### config.mk
export PLATFORM = sky130hd
export DESIGN_NAME = spi_sub_param
export DESIGN_NICKNAME = d
export VERILOG_FILES = /design/src/rtl/spi_pkg.sv /design/src/rtl/spi_edge_sync.sv /design/src/rtl/spi_sub_param.sv
export SDC_FILE = /design/constraint.sdc
export NUM_CORES = 1
export LEC_CHECK = 0
export BUFFER_PORTS_ARGS = -buffer_cell sky130_fd_sc_hd__buf_2
export CAP_MARGIN = 20
export CORE_ASPECT_RATIO = 0.9
export CORE_MARGIN = 2
export CORE_UTILIZATION = 45
export CTS_CLUSTER_DIAMETER = 150
export DETAILED_ROUTE_END_ITERATION = 10
export SLEW_MARGIN = 20
export SYNTH_ARGS = -nofsm -noshare
export SYNTH_HDL_FRONTEND = slang
export SYNTH_HIERARCHICAL = 1
export SYNTH_SLANG_ARGS = --single-unit
### constraint.sdc
create_clock -name clk -period 5.71 [get_ports clk]
set_input_delay 0.2855 -clock clk [delete_from_list [all_inputs] [get_ports clk]]
set_output_delay 0.2855 -clock clk [all_outputs]
set_load 0.05 [all_outputs]
### src/rtl/spi_pkg.sv
// Shared definitions for the SPI subordinate: mode encodings, FSM states and counter sizing.
package spi_pkg;

    // Each mode is the pair {CPOL, CPHA}.
    localparam logic [1:0] SPI_MODE0 = 2'b00;
    localparam logic [1:0] SPI_MODE1 = 2'b01;
    localparam logic [1:0] SPI_MODE2 = 2'b10;
    localparam logic [1:0] SPI_MODE3 = 2'b11;

    typedef enum logic [1:0] {
        IDLE = 2'd0,
        LOAD = 2'd1,
        XFER = 2'd2
    } state_t;

    // The bit counter has to hold values from 0 up to data_w.
    function automatic int bit_cnt_w(input int data_w);
        return $clog2(data_w + 1);
    endfunction

endpackage

### src/rtl/spi_edge_sync.sv
// Multi-flop synchroniser for one asynchronous pin, plus one-clk rise/fall pulses.
// Pulses appear SYNC_STAGES+1 clks after the pin toggles; there is no flow control.
module spi_edge_sync #(
    parameter int SYNC_STAGES = 2
) (
    input  logic clk,
    input  logic din,
    output logic rise,
    output logic fall
);
    logic [SYNC_STAGES-1:0] sync_q;
    logic                   last_q;

    // Deliberately not reset: the flops always mirror the pin, so releasing
    // reset while cs_n is already low cannot fake a falling edge.
    always_ff @(posedge clk) begin
        sync_q <= {sync_q[SYNC_STAGES-2:0], din};
        last_q <= sync_q[SYNC_STAGES-1];
    end

    assign rise = sync_q[SYNC_STAGES-1] & ~last_q;
    assign fall = ~sync_q[SYNC_STAGES-1] & last_q;

endmodule

### src/rtl/spi_sub_param.sv
// System-clocked SPI subordinate that supports all modes, a configurable width and a one-word TX holding buffer.
// rx_valid arrives 1 clk after the last sample edge is detected; there is no RX back-pressure.
module spi_sub_param
    import spi_pkg::*;
#(
    parameter int   DATA_W      = 8,
    parameter logic CPOL        = 1'b0,
    parameter logic CPHA        = 1'b0,
    parameter logic MSB_FIRST   = 1'b1,
    parameter int   SYNC_STAGES = 2
) (
    input  logic              clk,
    input  logic              reset,
    input  logic              sclk,
    input  logic              cs_n,
    input  logic              mosi,
    output logic              miso,
    output logic              miso_oe,
    input  logic [DATA_W-1:0] tx_data,
    input  logic              tx_load,
    output logic              tx_ready,
    output logic [DATA_W-1:0] rx_data,
    output logic              rx_valid,
    output logic              tx_underrun,
    output logic              busy
);
    localparam int               CNT_W       = bit_cnt_w(DATA_W);
    localparam logic [1:0]       MODE        = {CPOL, CPHA};
    localparam logic             SAMPLE_LEAD = (MODE == SPI_MODE0) || (MODE == SPI_MODE2);
    localparam logic             IDLE_HIGH   = (MODE == SPI_MODE2) || (MODE == SPI_MODE3);
    localparam logic [CNT_W-1:0] LAST        = CNT_W'(DATA_W);

    logic sclk_rise, sclk_fall, cs_rise, cs_fall;
    logic lead_edge, trail_edge, sample_edge, shift_edge;
    logic [SYNC_STAGES-1:0] mosi_sync;
    logic mosi_s;

    spi_edge_sync #(.SYNC_STAGES(SYNC_STAGES)) u_sclk_sync (
        .clk(clk), .din(sclk), .rise(sclk_rise), .fall(sclk_fall)
    );
    spi_edge_sync #(.SYNC_STAGES(SYNC_STAGES)) u_cs_sync (
        .clk(clk), .din(cs_n), .rise(cs_rise), .fall(cs_fall)
    );

    always_ff @(posedge clk) begin
        mosi_sync <= {mosi_sync[SYNC_STAGES-2:0], mosi};
    end
    assign mosi_s = mosi_sync[SYNC_STAGES-1];

    assign lead_edge   = IDLE_HIGH ? sclk_fall : sclk_rise;
    assign trail_edge  = IDLE_HIGH ? sclk_rise : sclk_fall;
    assign sample_edge = SAMPLE_LEAD ? lead_edge : trail_edge;
    assign shift_edge  = SAMPLE_LEAD ? trail_edge : lead_edge;

    state_t            state, state_nxt;
    logic [CNT_W-1:0]  bit_cnt;
    logic [DATA_W-1:0] tx_shift, rx_shift, hold_dat;
    logic              hold_full;
    logic [DATA_W-1:0] load_word, tx_src, tx_rest;
    logic              load_empty, tx_bit, take;

    always_ff @(posedge clk) begin
        if (reset) state <= IDLE;
        else       state <= state_nxt;
    end

    always_comb begin
        state_nxt = state;
        case (state)
            IDLE:    if (cs_fall) state_nxt = LOAD;
            LOAD:    state_nxt = XFER;
            XFER:    if (bit_cnt == LAST) state_nxt = LOAD;
            default: state_nxt = IDLE;
        endcase
        if (cs_rise) state_nxt = IDLE;
    end

    // A tx_load landing in LOAD with an empty buffer bypasses it straight into the shifter.
    always_comb begin
        load_word  = '0;
        load_empty = 1'b0;
        if (hold_full)    load_word = hold_dat;
        else if (tx_load) load_word = tx_data;
        else              load_empty = 1'b1;
        tx_src  = (state == LOAD) ? load_word : tx_shift;
        tx_bit  = MSB_FIRST ? tx_src[DATA_W-1] : tx_src[0];
        tx_rest = MSB_FIRST ? (tx_src << 1) : (tx_src >> 1);
        take    = (state == LOAD) && !cs_rise;
    end

    always_ff @(posedge clk) begin
        if (reset) begin
            miso        <= 1'b0;
            rx_data     <= '0;
            rx_valid    <= 1'b0;
            tx_underrun <= 1'b0;
            bit_cnt     <= '0;
            tx_shift    <= '0;
            rx_shift    <= '0;
            hold_dat    <= '0;
            hold_full   <= 1'b0;
        end else begin
            rx_valid    <= 1'b0;
            tx_underrun <= 1'b0;
            if (tx_load && !hold_full && !take) begin
                hold_dat  <= tx_data;
                hold_full <= 1'b1;
            end
            if (cs_rise) begin
                bit_cnt <= '0;
                miso    <= 1'b0;
            end else begin
                case (state)
                    LOAD: begin
                        hold_full   <= 1'b0;
                        tx_underrun <= load_empty;
                        bit_cnt     <= '0;
                        rx_shift    <= '0;
                        if (SAMPLE_LEAD) begin
                            miso     <= tx_bit;
                            tx_shift <= tx_rest;
                        end else begin
                            tx_shift <= load_word;
                        end
                    end
                    XFER: begin
                        if (bit_cnt == LAST) begin
                            rx_data  <= rx_shift;
                            rx_valid <= 1'b1;
                            bit_cnt  <= '0;
                        end else if (sample_edge) begin
                            rx_shift <= MSB_FIRST ? {rx_shift[DATA_W-2:0], mosi_s}
                                                  : {mosi_s, rx_shift[DATA_W-1:1]};
                            bit_cnt  <= bit_cnt + CNT_W'(1);
                        end else if (shift_edge && (!SAMPLE_LEAD || bit_cnt != '0)) begin
                            // In CPHA=0 bit 0 went out in LOAD, so the stray trailing
                            // edge of the previous word must not advance the shifter.
                            miso     <= tx_bit;
                            tx_shift <= tx_rest;
                        end
                    end
                    default: ;
                endcase
            end
        end
    end

    assign busy     = (state != IDLE);
    assign miso_oe  = busy;
    assign tx_ready = ~hold_full;

endmodule

==> flow_metrics.tcl <==
set metrics [dict create \
    async_flop_share_pct 0 \
    cpPeakStageDelay_ns 0.51 \
    die_x_um 75.81 \
    dr.pass1.iters 4 \
    maxCapViolations 0 \
    post_cts_buffers 0 \
    root_buffer "clkbuf_8" \
    crit_required_ns 5.87 \
    critPathBufInv 1 \
    critPathMaxFanout 8 \
    gp_congestion 0.7766 \
    cts-buffers-inserted 5 \
    die_h_um 68.63 \
    crit_type "flip-flop to flip-flop" \
    synth_flop_cell "dfxtp_1" \
    finalHoldViolCount 0 \
    grt_pass1_vias 1409 \
    cp-start-kind "flip-flop" \
    crit_chain "nor2b_1 -> nor3b_1 -> nor3b_2 -> buf_4 -> mux2i_1 -> nor2_1" \
    syn_inst 219 \
    irDropWorstVdd_v 0.0001931 \
    fillers 436 \
    grt-ovfl-total 0 \
    worstSkewPairLatency_ns 0.31 \
    htreeDepth 2 \
    ys_ff_latch 49 \
    syn_to_final_growth_pct 12.46 \
    synthesis.nets 235 \
    placed_cells 293 \
    track_usage_pct 17.55 \
    synth_edf_count 0 \
    worst_clock_skew_ns 0.006815 \
    fin_crit_sh_pct 36.86 \
    cts_buffer_depth 2 \
    row_count 23 \
    synth_cell_type_count 43 \
    mostFrequentLayoutCells "49 x dfxtp_1, 27 x buf_2, 25 x nor2_1" \
    seq_area_frac_synth_pct 46.97 \
    grt_pass1_wl_um 6720 \
    min_period_ns 2.105 \
    dieArea_sq_mm 0.005202 \
    finalSetupViolations 0 \
    relSlewSlack_pct 49.67 \
    wl_um 4053 \
    p_leak_uw 0.0009642 \
    drtAntennaViolNets 0 \
    antenna_found_initial 0 \
    cp.arrival_ns 2.27 \
    setup.worst_path.end_class "flip-flop" \
    cts_tree "done" \
    hold_class "primary input to flip-flop" \
    layout_commonest_cell "dfxtp_1" \
    multiInputGateArea_sq_mm 0.001001 \
    port_buffers 27 \
    drv_slew 0 \
    initial_utilization_pct 46.82 \
    rsz0062_at_grt "false" \
    cts.reportedPaths.clkPinSlew_ns 0.09 \
    grt_max_degree 44 \
    final_cells 301 \
    finalSetupTns_ns 0 \
    status "finished clean" \
    seq_area_sq_um 980.9 \
    cts_hold_buf 0 \
    core_area_sq_mm 0.004461 \
    cts-resized-gates 0 \
    dp_hpwl_um 2742 \
    syn_area_sq_mm 0.002088 \
    tightest_slew_ns 0.7508 \
    drive_gt1_share_pct 19.67 \
    first_iter_violations 107 \
    cts.sinks 49 \
    final_nets 254 \
    ios 28 \
    power_uw 663.4 \
    powerDensity_mw_per_mm2 282.5 \
    ys_warn_count 6 \
    vias 1569 \
    critical-path-top-delay-family "simple AND/OR/NAND/NOR gates" \
    drc 0 \
    antenna_cells 0 \
    viasPerCell 5.213 \
    wl_per_cell_um 13.47 \
    fmax_mhz 475.2 \
    cp_slowest_cell "nor3b_2" \
    syn_area_per_cell_sq_um 9.535 \
]
power by group:
group          leakage [uW]  switching (uW)  internal (uW)  total [uW]
sequential         0.000399            7.07            350         357
clock             0.0000591             120            134         254
combinational      0.000506            32.6           20.1        52.6
state kept, by name, summed over array words and instances (netlist names):
| signal | flops |
|---|---|
| u_sclk_sync/last_q | 1 |
| bit_cnt | 4 |
| rx_valid | 1 |
| tx_shift | 7 |
| hold_full | 1 |
| u_cs_sync/sync_q | 2 |
| rx_shift | 8 |
| state | 2 |
| u_sclk_sync/sync_q | 2 |
| mosi_sync | 2 |
| u_cs_sync/last_q | 1 |
| hold_dat | 8 |
| rx_data | 8 |
| tx_underrun | 1 |
| miso | 1 |
metrics by stage:
stage	hold WS (ns)	setup WS, ns	instance area (sq um)	utilization, %
3_3_place_gp	0.3102	3.320	2227	49.93
6_report	0.06919	3.605	2349	52.65
4_1_cts	0.05866	3.207	2344	52.54
5_1_grt	0.04728	3.425	2349	52.65
3_5_place_dp	0.3150	3.234	2227	49.93
2_1_floorplan	0.3096	3.910	2088	-
synthesized netlist by cell type (4+ instances only):
library cell | count | area [sq um]
a21oi_1 | 10 | 50.05
nand3_1 | 6 | 30.03
mux2i_1 | 23 | 230.2
nand2_1 | 7 | 26.28
clkbuf_1 | 8 | 30.03
nand2b_1 | 15 | 93.84
inv_1 | 8 | 30.03
dfxtp_1 | 49 | 980.9
o22ai_1 | 6 | 37.54
nor2_1 | 25 | 93.84
a211o_1 | 5 | 43.79
nor3_1 | 4 | 20.02
buf_2 | 5 | 25.02
worst reg2reg max path, cell delays in order, from the launching register on:
cell,delay (ns)
dfxtp_1,0.35
nor2b_1,0.46
nor3b_1,0.14
nor3b_2,0.51
buf_4,0.25
mux2i_1,0.18
nor2_1,0.07
metal layers:
| metal | global-route usage, % | up-vias | share of wire [%] |
|---|---|---|---|
| li1 | - | 808 | - |
| met1 | 23.70 | 716 | 51 |
| met2 | 26.29 | 37 | 42 |
| met3 | 5.669 | 8 | 4.7 |
| met4 | 6.140 | 0 | 1.9 |
| met5 | 0 | - | 0 |
final cells by class:
cell class                 count  area share, %
clock buffer                   5          2.930
clock inverter                 3          2.025
inverter                       8          1.279
multi-input combinational    146          42.62
sequential                    49          41.77
tap                           62          3.303
timing repair buffer          28          6.074
logic make-up (layout without fill, tap and decap cells):
group,count (synthesis),count (layout),synth area share (%)
AO/OA/AOI/OAI,43,43,15.22
XOR/XNOR,1,1,0.4195
adder cells (fa/ha/maj),2,2,1.198
buffers and inverters,24,44,5.332
flip-flops,49,49,46.97
multiplexers,23,23,11.02
AND/OR/NAND/NOR,77,77,19.83
path summary, 6_finish.rpt:
kind	startpoint	endpoint	slack, ns	cells past startpoint
min	mosi	mosi_sync[0]	0.07	1
min reg2reg	u_sclk_sync/sync_q[0]	u_sclk_sync/sync_q[1]	0.34	0
max reg2reg	u_cs_sync/sync_q[1]	hold_dat[2]	3.61	6
max	u_cs_sync/sync_q[1]	hold_dat[2]	3.61	6
No activity file was read; power rests on OpenSTA's default activity.
